--- config.mk ---
export PLATFORM = sky130hd
export DESIGN_NAME = uart_tx
export DESIGN_NICKNAME = d
export VERILOG_FILES = /design/src/rtl/uart_pkg.sv /design/src/rtl/uart_tx_fifo.sv /design/src/rtl/uart_tx.sv
export SDC_FILE = /design/constraint.sdc
export NUM_CORES = 1
export LEC_CHECK = 0
export BUFFER_PORTS_ARGS = -buffer_cell sky130_fd_sc_hd__buf_2
export CELL_PAD_IN_SITES_DETAIL_PLACEMENT = 1
export CELL_PAD_IN_SITES_GLOBAL_PLACEMENT = 1
export CORE_MARGIN = 10
export CORE_UTILIZATION = 46
export CTS_CLUSTER_SIZE = 20
export DETAILED_ROUTE_END_ITERATION = 8
export GPL_ROUTABILITY_DRIVEN = 0
export PLACE_DENSITY = 0.92
export SLEW_MARGIN = 20
export SYNTH_ARGS = -nofsm -noshare
export SYNTH_HDL_FRONTEND = slang
export SYNTH_SLANG_ARGS = --single-unit
--- constraint.sdc ---
create_clock -name clk -period 5.29 [get_ports clk]
set_input_delay 1.058 -clock clk [delete_from_list [all_inputs] [get_ports clk]]
set_output_delay 1.058 -clock clk [all_outputs]
set_load 0.01 [all_outputs]
--- src/rtl/uart_pkg.sv ---
// Shared types and constants for the UART transmitter.
package uart_pkg;

    // Parity mode; encoding matches the config register field.
    typedef enum logic [1:0] {
        ParNone = 2'b00,
        ParEven = 2'b01,
        ParOdd  = 2'b10
    } par_mode_e;

    typedef enum logic [2:0] {
        StIdle,
        StStart,
        StData,
        StParity,
        StStop1,
        StStop2
    } tx_state_e;

    localparam logic [3:0]  UART_ADDR_PARITY  = 4'h5;
    localparam logic [3:0]  UART_ADDR_STOP    = 4'h6;
    localparam int unsigned UART_CLKS_PER_BIT = 16;

    // Config field 2'b11 is an alias for "no parity".
    function automatic par_mode_e decode_parity(input logic [1:0] v);
        case (v)
            2'b01:   return ParEven;
            2'b10:   return ParOdd;
            default: return ParNone;
        endcase
    endfunction

    function automatic logic parity_bit(input logic [7:0] d, input par_mode_e m);
        return (m == ParOdd) ? ~(^d) : ^d;
    endfunction

endpackage

--- src/rtl/uart_tx_fifo.sv ---
// Small synchronous FIFO holding bytes queued for transmission.
module uart_tx_fifo
    import uart_pkg::*;
#(
    parameter int unsigned Depth = 4,
    parameter int unsigned Width = 8
) (
    input  logic             clk_i,
    input  logic             rst_i,
    input  logic             push_i,
    input  logic [Width-1:0] wdata_i,
    input  logic             pop_i,
    output logic [Width-1:0] rdata_o,
    output logic             empty_o,
    output logic             full_o
);

    localparam int unsigned PtrW = (Depth > 1) ? $clog2(Depth) : 1;
    localparam int unsigned CntW = $clog2(Depth + 1);

    logic [Width-1:0] mem_q [Depth];
    logic [PtrW-1:0]  wr_q, wr_d, rd_q, rd_d;
    logic [CntW-1:0]  cnt_q, cnt_d;
    logic             do_push, do_pop;

    function automatic logic [PtrW-1:0] next_ptr(input logic [PtrW-1:0] p);
        return (p == PtrW'(Depth - 1)) ? '0 : p + 1'b1;
    endfunction

    assign empty_o = (cnt_q == '0);
    assign full_o  = (cnt_q == CntW'(Depth));
    assign do_pop  = pop_i && !empty_o;
    // A push while full is allowed when a pop frees the slot in the same cycle.
    assign do_push = push_i && (!full_o || do_pop);
    assign rdata_o = mem_q[rd_q];

    // Pointer and occupancy next state.
    always_comb begin
        wr_d  = do_push ? next_ptr(wr_q) : wr_q;
        rd_d  = do_pop ? next_ptr(rd_q) : rd_q;
        cnt_d = cnt_q + CntW'(do_push) - CntW'(do_pop);
    end

    // Pointer and occupancy registers.
    always_ff @(posedge clk_i) begin
        if (rst_i) begin
            wr_q  <= '0;
            rd_q  <= '0;
            cnt_q <= '0;
        end else begin
            wr_q  <= wr_d;
            rd_q  <= rd_d;
            cnt_q <= cnt_d;
        end
    end

    // Storage; contents are don't-care until written.
    always_ff @(posedge clk_i) begin
        if (do_push) begin
            mem_q[wr_q] <= wdata_i;
        end
    end

endmodule

--- src/rtl/uart_tx.sv ---
// UART transmitter: 8 data bits LSB first, optional parity, 1 or 2 stop bits.
// Define UART_TX_FIFO_EN to add a 4-entry byte FIFO for back-to-back frames.
// Note: rst_n is active-high and synchronous despite its name.
module uart_tx
    import uart_pkg::*;
#(
    parameter int unsigned CLKS_PER_BIT = UART_CLKS_PER_BIT
) (
    input  logic       clk,
    input  logic       rst_n,
    input  logic       d_valid,
    input  logic [7:0] d_data,
    output logic       d_ready,
    input  logic       c_valid,
    input  logic [3:0] c_addr,
    input  logic [7:0] c_data,
    output logic       c_ready,
    output logic       tx,
    output logic       busy
);

    localparam int unsigned     BaudW    = 12;
    localparam logic [BaudW-1:0] BaudLast = BaudW'(CLKS_PER_BIT - 1);

    tx_state_e        state_q, state_d;
    logic [BaudW-1:0] baud_q, baud_d;
    logic [2:0]       bit_q, bit_d;
    logic [7:0]       data_q, data_d;
    par_mode_e        cfg_par_q, cfg_par_d, frm_par_q, frm_par_d;
    logic             cfg_stop_q, cfg_stop_d, frm_stop_q, frm_stop_d;
    logic             tx_q, tx_d;
    logic             cfg_we, bit_done, last_stop;
    logic             idle_take, chain_take;
    logic [7:0]       idle_byte, chain_byte;
    logic             unused_c_data;

    assign unused_c_data = ^c_data[7:2];

    assign c_ready   = !rst_n && (state_q == StIdle);
    assign cfg_we    = c_valid && c_ready;
    assign bit_done  = (baud_q == BaudLast);
    assign last_stop = bit_done &&
                       (((state_q == StStop1) && !frm_stop_q) || (state_q == StStop2));
    assign busy      = (state_q != StIdle);
    assign tx        = tx_q;

`ifdef UART_TX_FIFO_EN
    logic       fifo_push, fifo_pop, fifo_empty, fifo_full;
    logic [7:0] fifo_rdata;

    assign d_ready    = !rst_n && !fifo_full;
    // An empty FIFO is bypassed in IDLE so a lone byte starts on the next cycle.
    assign idle_take  = !fifo_empty || (d_valid && d_ready);
    assign idle_byte  = fifo_empty ? d_data : fifo_rdata;
    assign chain_take = !fifo_empty;
    assign chain_byte = fifo_rdata;
    assign fifo_pop   = !rst_n && !fifo_empty && ((state_q == StIdle) || last_stop);
    assign fifo_push  = d_valid && d_ready && !((state_q == StIdle) && fifo_empty);

    uart_tx_fifo #(
        .Depth (4),
        .Width (8)
    ) u_fifo (
        .clk_i   (clk),
        .rst_i   (rst_n),
        .push_i  (fifo_push),
        .wdata_i (d_data),
        .pop_i   (fifo_pop),
        .rdata_o (fifo_rdata),
        .empty_o (fifo_empty),
        .full_o  (fifo_full)
    );
`else
    assign d_ready    = !rst_n && (state_q == StIdle);
    assign idle_take  = d_valid && d_ready;
    assign idle_byte  = d_data;
    assign chain_take = 1'b0;
    assign chain_byte = 8'h00;
`endif

    // Config registers; a write in the accepting cycle is visible to the new frame.
    always_comb begin
        cfg_par_d  = cfg_par_q;
        cfg_stop_d = cfg_stop_q;
        if (cfg_we) begin
            if (c_addr == UART_ADDR_PARITY) cfg_par_d  = decode_parity(c_data[1:0]);
            if (c_addr == UART_ADDR_STOP)   cfg_stop_d = c_data[0];
        end
    end

    // Frame sequencing: bit timing, state transitions and per-frame snapshot.
    always_comb begin
        state_d    = state_q;
        baud_d     = baud_q;
        bit_d      = bit_q;
        data_d     = data_q;
        frm_par_d  = frm_par_q;
        frm_stop_d = frm_stop_q;

        if (state_q != StIdle) begin
            baud_d = bit_done ? '0 : baud_q + 1'b1;
        end

        unique case (state_q)
            StIdle: begin
                if (idle_take) begin
                    state_d    = StStart;
                    data_d     = idle_byte;
                    frm_par_d  = cfg_par_d;
                    frm_stop_d = cfg_stop_d;
                    baud_d     = '0;
                    bit_d      = '0;
                end
            end
            StStart: begin
                if (bit_done) state_d = StData;
            end
            StData: begin
                if (bit_done) begin
                    if (bit_q == 3'd7) begin
                        bit_d   = '0;
                        state_d = (frm_par_q != ParNone) ? StParity : StStop1;
                    end else begin
                        bit_d = bit_q + 1'b1;
                    end
                end
            end
            StParity: begin
                if (bit_done) state_d = StStop1;
            end
            StStop1, StStop2: begin
                if (bit_done) begin
                    if ((state_q == StStop1) && frm_stop_q) begin
                        state_d = StStop2;
                    end else if (chain_take) begin
                        // Next queued byte starts with no idle gap.
                        state_d    = StStart;
                        data_d     = chain_byte;
                        frm_par_d  = cfg_par_d;
                        frm_stop_d = cfg_stop_d;
                    end else begin
                        state_d = StIdle;
                    end
                end
            end
            default: state_d = StIdle;
        endcase
    end

    // Line level for the upcoming cycle, registered so tx is glitch-free.
    always_comb begin
        tx_d = 1'b1;
        case (state_d)
            StStart:  tx_d = 1'b0;
            StData:   tx_d = data_d[bit_d];
            StParity: tx_d = parity_bit(data_d, frm_par_d);
            default:  tx_d = 1'b1;
        endcase
    end

    // State registers with synchronous reset.
    always_ff @(posedge clk) begin
        if (rst_n) begin
            state_q    <= StIdle;
            baud_q     <= '0;
            bit_q      <= '0;
            data_q     <= '0;
            cfg_par_q  <= ParNone;
            cfg_stop_q <= 1'b0;
            frm_par_q  <= ParNone;
            frm_stop_q <= 1'b0;
            tx_q       <= 1'b1;
        end else begin
            state_q    <= state_d;
            baud_q     <= baud_d;
            bit_q      <= bit_d;
            data_q     <= data_d;
            cfg_par_q  <= cfg_par_d;
            cfg_stop_q <= cfg_stop_d;
            frm_par_q  <= frm_par_d;
            frm_stop_q <= frm_stop_d;
            tx_q       <= tx_d;
        end
    end

endmodule

# [After elaboration in Yosys (flattened, before gate mapping)]
# Cells that the tools add are included.
[word_totals] ff_bits=33 latchBits=0 ram_bits=0 romBits=0 input_bits=24 output_inout_bits=4 word_cells=69 mem_count=0
[classes] n_addsub=2 mul=0 div=0 magnitude_cmp=1 eq_ne=15 shifts=0 mux=30 bitwise=1 n_reduce_logical=11
[ops] cell="$mux 12" count=4
[ops] cell="$mux 3" count=11
[ops] cell="$mux 8" count=2
[ops] cell="$pmux 3 s5" count=1
[ops] cell="$add 12x1->12 const B" count=1
[ops] cell="$eq 12x4->1 const B" count=1
[ops] cell="$eq 3x2->1 const B" count=4
[ops] cell="$eq 3x3->1 const B" count=3
[ops] cell="$eq 4x3->1 const B" count=2
[ops] cell="$mux 2" count=4
[ops] cell="$reduce_xor 8->1" count=1
[ops] cell="$eq 3x1->1 const B" count=2
[ops] cell="$pmux 3 s2" count=1
[ops] cell="$eq 2x2->1 const B" count=2
[ops] cell="$logic_and 1x1->1" count=4
[ops] cell="$lt 3x4->1 const B" count=1
[ops] cell="$mux 1" count=4
[ops] cell="$pmux 2 s2" count=1
[ops] cell="$add 3x1->3 const B" count=1
[ops] cell="$bmux 1 s3" count=1
[ops] cell="$logic_not 3->1" count=1
[ops] cell="$pmux 1 s3" count=1
[ops] cell="$reduce_bool 3->1" count=1
[ops] cell="$eq 2x1->1 const B" count=1
[ops] cell="5 further kinds" count=5

# [Longest topological paths before layout]
# Gate-level depths: netlist of run 1.
[logic_depth] word_depth=9 depth_mapped=9 ltp_nobuf=9

# [Worst setup path before layout of run 1]
# OpenSTA, ideal clock, no wires.
[synth_path] path_kind="input -> output" from="input rst_n" to="output d_ready" arrival_time_ps=1833 required_ps=4232 setup_slack_ps=2399 cell_stages=3 path_buffers=2 cell_sequence="buf_2 -> nor4_4 -> buf_4"
[synth_via] elab_chain_cells=2
[synth_lines] item="from (decl)" line_no="uart_tx.sv:10" source="input logic rst_n,"
[synth_lines] item="$logic_not 1->1"
[synth_lines] item="$logic_and 1x1->1"
[synth_lines] item="to (decl)" line_no="uart_tx.sv:13" source="output logic d_ready,"
# Every way passes these cells.

# [Final worst setup path of run 1]
[layout_path] from="input rst_n" to="output c_ready"
[layout_via] elab_chain_cells=2
[layout_lines] item="$logic_not 1->1" line_no="uart_tx.sv:39" source="assign c_ready = !rst_n && (state_q == StIdle);"
[layout_lines] item="$logic_and 1x1->1" line_no="uart_tx.sv:39"
[layout_lines] item="to (decl)" line_no="uart_tx.sv:17" source="output logic c_ready,"
# Every way passes these cells.

==> results of run 1 <==
-- report_power, final --
| group | switching [mW] | internal (mW) | total (mW) |
|---|---|---|---|
| sequential | 0.00665 | 0.254 | 0.261 |
| clock | 0.100 | 0.153 | 0.253 |
| combinational | 0.0410 | 0.0341 | 0.0751 |
-- path summary, 6_finish.rpt --
| path | end | slack [ps] | cells past startpoint |
|---|---|---|---|
| worst max-delay path | c_ready | 2220 | 3 |
| worst min-delay path | data_q[6]$_SDFF_PP0_ | 490 | 2 |
| worst max register to register | tx$_SDFF_PP1_ | 2670 | 9 |
| worst min register to register | data_q[6]$_SDFF_PP0_ | 490 | 2 |
-- flip-flops by register name (all words and copies together), names as in the netlist --
name        flops
tx              1
baud_q         12
cfg_stop_q      1
frm_par_q       2
frm_stop_q      1
bit_q           3
state_q         3
data_q          8
cfg_par_q       2
-- area by class of cell --
class | count | area [um2] | share of cell area (%)
flip-flops and latches | 33 | 660.6 | 30.50
inverters | 3 | 11.26 | 0.5199
clock buffers | 6 | 82.58 | 3.813
repair buffers | 21 | 105.1 | 4.853
clock inverters | 2 | 37.54 | 1.733
well taps | 50 | 62.56 | 2.889
multi-input cells | 172 | 1206 | 55.69
-- per-stage QoR --
step	setup slack (ps)	cells	hold WS, ps
after floorplan	2399	219	449.7
after global placement	2083	279	472.9
after detailed placement	2065	279	481.1
after CTS	2211	287	497.9
after global routing	2119	287	513.4
final	2218	287	494.7
-- placed cells by master, fill, tap and decap left out, types with 2 or more instances in the layout --
cell      Yosys  routed
a21o_1        2       2
dfxtp_1      33      33
xnor2_1      17      17
xor2_1        8       8
and4_1        2       2
a21oi_1      16      16
nor4_4        3       3
o21ai_0       3       3
a211o_1       2       2
nor2b_1       5       5
nor3_1        4       4
nor2_1       26      26
a31oi_1       4       4
and3_1        7       7
mux2i_1      10      10
nor3b_2       2       2
clkbuf_8      0       6
nand4b_1      2       2
nor4b_1       2       2
ha_1          4       4
buf_2         2      21
nand3_1       7       7
nand2_1      24      24
-- cell usage after synthesis, drive strengths merged (2+ instances only) --
cell / n / share of area, %
mux2i: 10 / 5.2
a21o: 2 / 0.77
and4: 2 / 0.90
nand2: 25 / 5.0
inv: 2 / 0.39
nand3: 8 / 2.3
nor3b: 3 / 2.3
nand4b: 2 / 0.90
nor2: 26 / 5.0
a31oi: 5 / 2.4
nor4b: 2 / 0.90
o21ai: 4 / 1.0
a21oi: 16 / 4.1
and3: 7 / 2.3
nor4: 3 / 3.3
nor2b: 5 / 1.6
a211oi: 2 / 1.0
a211o: 2 / 0.90
dfxtp: 33 / 34
nand4: 2 / 1.4
clkbuf: 6 / 1.2
ha: 4 / 2.6
a31o: 2 / 0.90
buf: 5 / 2.1
xnor2: 17 / 7.7
xor2: 8 / 3.6
nor3: 6 / 2.4
-- tightest hold or removal path, cell delays in order (launching register included) --
cell and delay [ps]:
dfxtp_1 330, nand2_1 60, a21oi_1 60
-- cell families after synthesis --
kind of cell    after synthesis  share of synthesized area, %
simple gates                 96                         30.05
compound gates               36                         12.51
flops                        33                         34.04
xor+xnor                     25                         11.28
buf+inv                      14                         3.803
mux                          11                         5.738
fa+ha+maj                     4                         2.579
-- metal layers --
layer,vias to the layer above,routed length (um)
met5,-,0
met4,0,69
met3,9,166
met2,27,2205
met1,733,2042
li1,800,-
==> results.py, run 1 <==
metrics = {
    "power_and_ir_drop": {
        "ir_drop_uv": 139.3,
        "p_leak_nw": 0.8513,
        "p_total_mw": 0.5894,
        "power_density_nw_per_um2": 272.1,
    },
    "global_routing": {
        "busiest_layer": "met2",
        "overflow": 0,
        "grt_use_met1_pct": 13.75,
        "antenna_found_initial": 0,
        "grt_pass1_vias": 1765,
        "use_met3_pct": 4.207,
        "track_usage_pct": 12.62,
        "met2_usage_pct": 22.21,
        "grt_max_degree": 25,
        "grt_pass1_wl_um": 7810,
    },
    "sta": {
        "max-slew-margin-rel_pct": 54.94,
        "min_period_over_period_pct": 58.08,
        "tightest_slew_ps": 673.7,
        "hold_viol": 0,
        "fin_worst_skew_ps": 8.112,
        "setup_viol": 0,
        "period_needed_ps": 3072,
        "drv_slew": 0,
        "rsz0062_at_grt": "no",
        "fin_tns_setup_ps": 0,
        "clock.fmax_mhz": 325.5,
    },
    "floorplan": {
        "start_util_pct": 48.17,
        "row_count": 23,
        "die_w_um": 84.95,
        "dieArea_um2": 7217,
        "die_h_um": 84.95,
        "core_um2": 4029,
        "io_pins": 28,
    },
    "worst_setup_path": {
        "cp_max_fo": 24,
        "cp_common_cell": "buf_2",
        "critPathCaptureType": "output pin",
        "cpPeakStageDelay_ps": 460,
        "worstPathArrival_ps": 2010,
        "cp_data_required_time_ps": 4230,
        "path_delay_family": "buffers and inverters",
        "rr_startpoint": "bit_q[0]$_SDFF_PP0_",
        "cp-startpoint": "rst_n",
        "cp_slowest_cell": "nor4_4",
        "critPathKind": "in2out",
        "crit_chain": "buf_2, nor4_4, buf_2",
        "start_kind": "input port",
        "cp_num_buf_inv": 2,
    },
    "detailed_routing": {
        "drt_iter0_markers": 47,
        "drc": 0,
        "detail-route-antenna-nets": 0,
        "routed-via-count": 1569,
        "wire_per_inst_um": 15.62,
        "vias_per_cell": 5.467,
        "routed_wl_um": 4483,
        "firstDrtPassIters": 4,
    },
    "yosys": {
        "syn-num-nets": 247,
        "synth_flop_cell": "dfxtp_1",
        "seq_area_frac_synth_pct": 34.04,
        "synth-edff-count": 0,
        "ys_seq_elements": 33,
        "synth_cell_types": 50,
        "synth.cell_area_um2": 1941,
        "avgSynthCellArea_um2": 8.861,
        "synthArstFlopShare_pct": 0,
        "syn_inst": 219,
        "yosys_warnings": 0,
    },
    "run": {
        "cap_viol_max_count": 0,
    },
    "cts": {
        "htree_levels": 2,
        "numCtsBuffers": 5,
        "ctsHoldBuffers": 0,
        "cts_resized": 0,
        "path_clk_slew_ps": 80,
        "clock_sinks": 33,
        "cts_setup_buffers": 0,
        "cts_tree": "built",
        "clk_latency_ps": 290,
        "cts_buffer_depth": 2,
        "cts_root_buffer": "clkbuf_8",
    },
    "layout": {
        "design_area_um2": 2166,
        "nets": 264,
        "n_antenna_cell": 0,
        "synthToLayoutAreaGrowth_pct": 11.61,
        "final_util_pct": 53.76,
        "fillers": 492,
        "drive_above_1_share_pct": 18.99,
    },
    "placed_design": {
        "place_area_um2": 2046,
        "place_hpwl_um": 3154,
        "port_buffers": 21,
    },
    "worst_hold_path": {
        "hold_path_class": "reg2reg",
        "min_from": "data_q[6]$_SDFF_PP0_",
    },
    "status": {
        "status": "finished clean",
    },
}
No activity file was read; power rests on OpenSTA's default activity.
==> inputs of run 2 (changes only) <==
--- a/config.mk
+++ b/config.mk
@@ -5,15 +5,16 @@
 export SDC_FILE = /design/constraint.sdc
 export NUM_CORES = 1
 export LEC_CHECK = 0
+export ABC_AREA = 1
 export BUFFER_PORTS_ARGS = -buffer_cell sky130_fd_sc_hd__buf_2
 export CELL_PAD_IN_SITES_DETAIL_PLACEMENT = 1
 export CELL_PAD_IN_SITES_GLOBAL_PLACEMENT = 1
 export CORE_MARGIN = 10
-export CORE_UTILIZATION = 46
+export CORE_UTILIZATION = 40
 export CTS_CLUSTER_SIZE = 20
 export DETAILED_ROUTE_END_ITERATION = 8
 export GPL_ROUTABILITY_DRIVEN = 0
-export PLACE_DENSITY = 0.92
+export PLACE_DENSITY = 0.87
 export SLEW_MARGIN = 20
 export SYNTH_ARGS = -nofsm -noshare
 export SYNTH_HDL_FRONTEND = slang
==> constraint.sdc (replaced) <==
create_clock -name clk -period 2.88 [get_ports clk]
set_input_delay 0.576 -clock clk [delete_from_list [all_inputs] [get_ports clk]]
set_output_delay 0.576 -clock clk [all_outputs]
set_load 0.01 [all_outputs]
==> results.py, run 2 <==
metrics = {
    "worst_setup_path": {
        "endpoint": "busy",
        "start_kind": "flop",
        "cp-startpoint": "state_q[0]$_SDFF_PP0_",
        "cp_data_required_time_ps": 2300,
        "critPathCaptureType": "output pin",
        "r2r_end": "tx$_SDFF_PP1_",
        "critPathKind": "reg2out",
        "reg2reg_depth": 13,
        "worstPathArrival_ps": 1480,
        "reg2reg_slack_ps": 850,
        "cp_max_fo": 5,
        "rr_startpoint": "baud_q[0]$_SDFF_PP0_",
    },
    "layout": {
        "largest_reg_flops": 12,
        "final_common_cell": "nand2_1",
        "drive_above_1_share_pct": 14.80,
        "n_antenna_cell": 0,
        "max_flop_register": "baud_q",
        "seq_area_um2": 660.6,
        "final_cell_mix": "nand2_1 (94), inv_1 (55), nor2_1 (42)",
        "final_util_pct": 46.33,
        "fillers": 714,
        "reg.largest.list": "baud_q x12, data_q x8",
        "multi_input_area_um2": 1166,
        "nets": 385,
        "design_area_um2": 2366,
        "synthToLayoutAreaGrowth_pct": 12.76,
    },
    "power_and_ir_drop": {
        "p_leak_nw": 1.162,
        "power_density_nw_per_um2": 446.0,
        "ir_drop_uv": 155.5,
    },
    "floorplan": {
        "io_pins": 28,
        "core_um2": 5107,
        "die_w_um": 92.43,
        "start_util_pct": 41.08,
        "row_count": 26,
        "die_h_um": 92.43,
        "dieArea_um2": 8542,
    },
    "yosys": {
        "synthArstFlopShare_pct": 0,
        "avgSynthCellArea_um2": 6.282,
        "yosys.area.top_type": "dfxtp_1",
        "yosys_warnings": 0,
        "seq_area_frac_synth_pct": 31.48,
        "synth_top_area_share_pct": 31.48,
        "yosysMostFrequentCell": "nand2_1",
        "syn_inst": 334,
        "synth-edff-count": 0,
        "synth_area_leaders": "dfxtp_1 (31%), nand2_1 (17%), inv_1 (9.8%)",
        "syn-num-nets": 362,
        "synth_cell_types": 35,
        "synth_common_cells": "nand2_1 (94), inv_1 (55), nor2_1 (42), dfxtp_1 (33), nand3_1 (27)",
        "synth.cell_area_um2": 2098,
        "ys_seq_elements": 33,
        "synth_flop_cell": "dfxtp_1",
    },
    "detailed_routing": {
        "routed-via-count": 2091,
        "drt_iter0_markers": 60,
        "firstDrtPassIters": 4,
        "detail-route-antenna-nets": 0,
        "routed_wl_um": 5318,
        "vias_per_cell": 4.886,
        "wire_per_inst_um": 12.43,
        "drc": 0,
    },
    "sta": {
        "rsz0062_at_grt": "no",
        "hold_viol": 0,
        "tightest_slew_ps": 749.1,
        "clock.fmax_mhz": 485.3,
        "min_period_over_period_pct": 71.55,
        "period_needed_ps": 2061,
        "setup_viol": 0,
        "holdWs_ps": 487.7,
        "max-slew-margin-rel_pct": 49.95,
        "drv_slew": 0,
        "fin_worst_skew_ps": 4.076,
        "fin_tns_setup_ps": 0,
    },
    "cts": {
        "cts_resized": 0,
        "path_clk_slew_ps": 70,
        "clk_latency_ps": 290,
        "cts_buffer_depth": 2,
        "ctsHoldBuffers": 0,
        "cts_setup_buffers": 0,
        "numCtsBuffers": 5,
        "cts_root_buffer": "clkbuf_8",
        "cts_tree": "built",
        "clock_sinks": 33,
        "htree_levels": 2,
    },
    "global_routing": {
        "grt_pass1_wl_um": 9646,
        "antenna_found_initial": 0,
        "grt_pass1_vias": 2169,
        "grt_max_degree": 30,
        "track_usage_pct": 13.34,
        "overflow": 0,
    },
    "worst_hold_path": {
        "hold_path_class": "reg2reg",
    },
    "run": {
        "cap_viol_max_count": 0,
    },
    "placed_design": {
        "place_hpwl_um": 4123,
        "place_area_um2": 2265,
        "port_buffers": 21,
    },
    "status": {
        "status": "finished clean",
    },
}
-- run 2: stage by stage --
| stage | power (mW) | cells | setup WS [ps] |
|---|---|---|---|
| after global routing | 1.116 | 428 | 509.4 |
| after detailed placement | 0.6720 | 420 | 647.8 |
| after global placement | 0.6612 | 420 | 696.4 |
| after CTS | 1.072 | 428 | 807.8 |
| after floorplan | 0.6223 | 334 | 1063 |
| final | 1.055 | 428 | 819.3 |
-- run 2: final cells by class --
class / count / area share (%)
multi-input combinational: 236 / 49.29
sequential: 33 / 27.92
inverter: 58 / 9.201
timing repair buffer: 23 / 5.605
clock buffer: 7 / 4.072
tap: 70 / 3.702
clock inverter: 1 / 0.2115
-- run 2: cells by family after synthesis --
group	share of synthesized area, %
AND/OR/NAND/NOR	40.67
adder cells (fa/ha/maj)	2.385
XOR/XNOR	1.252
flip-flops	31.48
AO/OA/AOI/OAI	11.27
buffers and inverters	12.94
-- run 2: worst max-delay path, stage by stage (launching register included) --
cell and delay, ps:
dfxtp_1 390, nor2_4 200, inv_2 70, nor2_2 210, inv_1 160, buf_2 170
-- run 2: worst min-delay path by stage --
| stage | depth (start not counted) | to | start | slack (ps) |
|---|---|---|---|---|
| 2_1_floorplan | 2 | frm_stop_q$_SDFFE_PP0P_ | frm_stop_q$_SDFFE_PP0P_ | 460 |
| 3_3_place_gp | 2 | frm_stop_q$_SDFFE_PP0P_ | frm_stop_q$_SDFFE_PP0P_ | 480 |
| 3_5_place_dp | 2 | frm_stop_q$_SDFFE_PP0P_ | frm_stop_q$_SDFFE_PP0P_ | 480 |
| 4_1_cts | 2 | frm_stop_q$_SDFFE_PP0P_ | frm_stop_q$_SDFFE_PP0P_ | 490 |
| 5_1_grt | 2 | frm_par_q[1]$_SDFF_PP0_ | frm_par_q[1]$_SDFF_PP0_ | 530 |
| 6_report | 2 | frm_stop_q$_SDFFE_PP0P_ | frm_stop_q$_SDFFE_PP0P_ | 490 |
-- run 2: layer usage --
layer,global-route usage (%),up-vias,part of all wire [%]
met5,0,-,0
li1,-,1084,-
met1,15.47,967,45
met3,3.067,8,4.9
met4,4.884,0,1.4
met2,23.35,32,48
-- run 2: power breakdown --
group | switching, mW | total [mW] | internal (mW) | leakage (nW)
combinational | 0.115 | 0.180 | 0.0658 | 0.840
clock | 0.180 | 0.396 | 0.216 | 0.0542
sequential | 0.00921 | 0.479 | 0.470 | 0.268
==> inputs of run 3 (changes only) <==
--- a/config.mk
+++ b/config.mk
@@ -5,16 +5,16 @@
 export SDC_FILE = /design/constraint.sdc
 export NUM_CORES = 1
 export LEC_CHECK = 0
-export ABC_AREA = 1
+export ABC_AREA = 0
 export BUFFER_PORTS_ARGS = -buffer_cell sky130_fd_sc_hd__buf_2
 export CELL_PAD_IN_SITES_DETAIL_PLACEMENT = 1
 export CELL_PAD_IN_SITES_GLOBAL_PLACEMENT = 1
 export CORE_MARGIN = 10
-export CORE_UTILIZATION = 40
+export CORE_UTILIZATION = 39
 export CTS_CLUSTER_SIZE = 20
 export DETAILED_ROUTE_END_ITERATION = 8
 export GPL_ROUTABILITY_DRIVEN = 0
-export PLACE_DENSITY = 0.87
+export PLACE_DENSITY = 0.84
 export SLEW_MARGIN = 20
 export SYNTH_ARGS = -nofsm -noshare
 export SYNTH_HDL_FRONTEND = slang
==> constraint.sdc (replaced) <==
create_clock -name clk -period 1.7 [get_ports clk]
set_input_delay 0.34 -clock clk [delete_from_list [all_inputs] [get_ports clk]]
set_output_delay 0.34 -clock clk [all_outputs]
set_load 0.01 [all_outputs]
==> results.py, run 3 (synthesized netlist as in run 1, its figures left out) <==
metrics = {
    "status": {
        "status": "finished, violations left",
        "violations": "negative setup slack",
    },
    "floorplan": {
        "core_um2": 4786,
        "io_pins": 28,
        "dieArea_um2": 8197,
        "die_h_um": 90.54,
        "start_util_pct": 40.55,
        "die_w_um": 90.54,
        "row_count": 25,
    },
    "worst_setup_path": {
        "r2r_end": "tx$_SDFF_PP1_",
        "cp_max_fo": 3,
        "rr_startpoint": "bit_q[0]$_SDFF_PP0_",
        "crit_chain": "ha_4, ha_4, nor4b_4, and4_4, mux2i_4, mux2i_1, mux2i_1, or3_1, a31o_1",
        "start_kind": "flop",
        "reg2reg_depth": 9,
        "critPathKind": "reg2reg",
        "cp_num_buf_inv": 0,
        "cp_data_required_time_ps": 1900,
        "cp_slowest_cell": "dfxtp_2",
        "cp.depth": 9,
        "reg2reg_slack_ps": -420,
        "path_delay_family": "simple AND/OR/NAND/NOR gates",
        "critPathCaptureType": "flop",
        "worstPathArrival_ps": 2320,
        "cp-startpoint": "bit_q[0]$_SDFF_PP0_",
        "endpoint": "tx$_SDFF_PP1_",
        "cpPeakStageDelay_ps": 340,
    },
    "cts": {
        "cts_tree": "built",
        "path_clk_slew_ps": 80,
        "numCtsBuffers": 5,
        "clk_latency_ps": 300,
        "cts_buffer_depth": 2,
        "cts_root_buffer": "clkbuf_8",
        "clock_sinks": 33,
        "htree_levels": 2,
    },
    "sta": {
        "period_needed_ps": 2119,
        "tightest_slew_ps": 322.2,
        "max-slew-margin-rel_pct": 78.48,
        "layout_setup_ws_ps": -419.1,
        "fin_worst_skew_ps": 10.51,
        "rsz0062_at_grt": "yes",
        "setup_viol": 16,
        "drv_slew": 0,
        "hold_viol": 0,
        "min_period_over_period_pct": 124.7,
        "clock.fmax_mhz": 471.9,
    },
    "global_routing": {
        "track_usage_pct": 14.24,
        "antenna_found_initial": 0,
        "grt_pass1_wl_um": 9825,
        "grt_max_degree": 23,
        "grt_pass1_vias": 2080,
        "overflow": 0,
    },
    "power_and_ir_drop": {
        "ir_drop_uv": 496.4,
        "combPwrFrac_pct": 17.9,
        "p_total_mw": 1.924,
        "internal_power_mw": 1.409,
        "p_sw_share_pct": 26.74,
        "p_clk_share_pct": 40.2,
        "p_leak_nw": 1.206,
        "power_density_nw_per_um2": 652.0,
        "switching_power_mw": 0.5143,
        "seq_power_share_pct": 42.0,
    },
    "layout": {
        "drive_above_1_share_pct": 47.65,
        "final_common_cell": "buf_4",
        "reg.largest.list": "baud_q x12, data_q x8",
        "max_flop_register": "baud_q",
        "seq_area_um2": 683.2,
        "multi_input_area_um2": 1398,
        "synthToLayoutAreaGrowth_pct": 52.03,
        "nets": 325,
        "fillers": 550,
        "n_antenna_cell": 0,
        "final_cell_mix": "buf_4 (47), nor2_1 (23), nand2_1 (23), dfxtp_1 (23), buf_2 (19)",
        "largest_reg_flops": 12,
    },
    "detailed_routing": {
        "vias_per_cell": 5.233,
        "firstDrtPassIters": 4,
        "detail-route-antenna-nets": 0,
        "drt_iter0_markers": 37,
        "wire_per_inst_um": 16.94,
        "routed_wl_um": 6183,
        "drc": 0,
        "routed-via-count": 1910,
    },
    "placed_design": {
        "place_hpwl_um": 4360,
        "port_buffers": 21,
        "place_ws_ps": -462.3,
    },
    "run": {
        "cap_viol_max_count": 0,
    },
    "worst_hold_path": {
        "min_from": "d_data[1]",
        "hold_path_class": "in2reg",
    },
}
[run 3: changes by cell type in the layout (fill, tap and decap cells not counted), moves of 8 or more]
cell / before / now
buf_4: 1 / 47
buf_6: 0 / 13
dfxtp_1: 33 / 23
inv_1: 55 / 1
mux2i_1: 0 / 8
nand2_1: 94 / 23
nand3_1: 27 / 7
nor2_1: 42 / 23
o21ai_1: 9 / 0
xnor2_1: 0 / 17
[run 3: final cells by class]
cell class                      instances  area share, %
Multi-Input combinational cell        172          47.37
Timing Repair Buffer                   82          22.35
Tap cell                               67          2.841
Sequential cell                        33          23.16
Inverter                                3         0.3817
Clock buffer                            5          2.332
Clock inverter                          3          1.569
[run 3: worst reg2reg max path: cells and delay by family (launching register included)]
family / cells / cell delay (ps)
adders and majority gates: 2 / 330
DFF: 1 / 340
muxes: 3 / 340
and+or+nand+nor: 3 / 810
AOI/OAI and AO/OA: 1 / 200
[run 3: layer usage]
metal	vias to the layer above	global-route usage (%)	share of wire, %
met5	-	0	0
met4	0	3.581	1.5
met3	8	3.159	2.6
met2	25	28.43	57
met1	956	14.24	39
li1	921	-	-
[run 3: how the worst min path moves through the flow]
stage | depth (start not counted) | to | slack [ps]
final | 3 | data_q[1]$_SDFF_PP0_ | 290
after global routing | 3 | data_q[7]$_SDFF_PP0_ | 310
after floorplan | 2 | frm_stop_q$_SDFFE_PP0P_ | 450
after CTS | 3 | data_q[2]$_SDFF_PP0_ | 290
after detailed placement | 2 | data_q[7]$_SDFF_PP0_ | 500
after global placement | 2 | cfg_stop_q$_SDFF_PP0_ | 470
[run 3: repair_timing]
action	4_1_cts	5_1_grt
setup buffers	7	8
endpoints found under the setup margin	16	22
hold buffers	0	0
hold endpoints to repair	0	0
resized for setup	30	26
gates cloned	0	1
pin swaps	9	12
[run 3: through the flow]
step	instances	utilization [%]	setup TNS [ps]	hold WS (ps)	instance area (um2)
finish	365	61.65	-1835	290.9	2950
global route	365	61.65	-3096	307.8	2950
CTS	356	57.31	-768.3	291.8	2743
detailed placement	342	51.29	-1230	496.1	2455
global placement	342	51.29	-749.9	472.9	2455
floorplan	219	-	-353.4	449.7	1977
[run 3: power groups by stage]
stage	registers, mW	logic [mW]	clock network, mW
3_5_place_dp	0.829	0.290	0
2_1_floorplan	0.821	0.184	0
5_1_grt	0.811	0.381	0.812
3_3_place_gp	0.827	0.280	0
4_1_cts	0.810	0.312	0.784
6_report	0.807	0.343	0.773
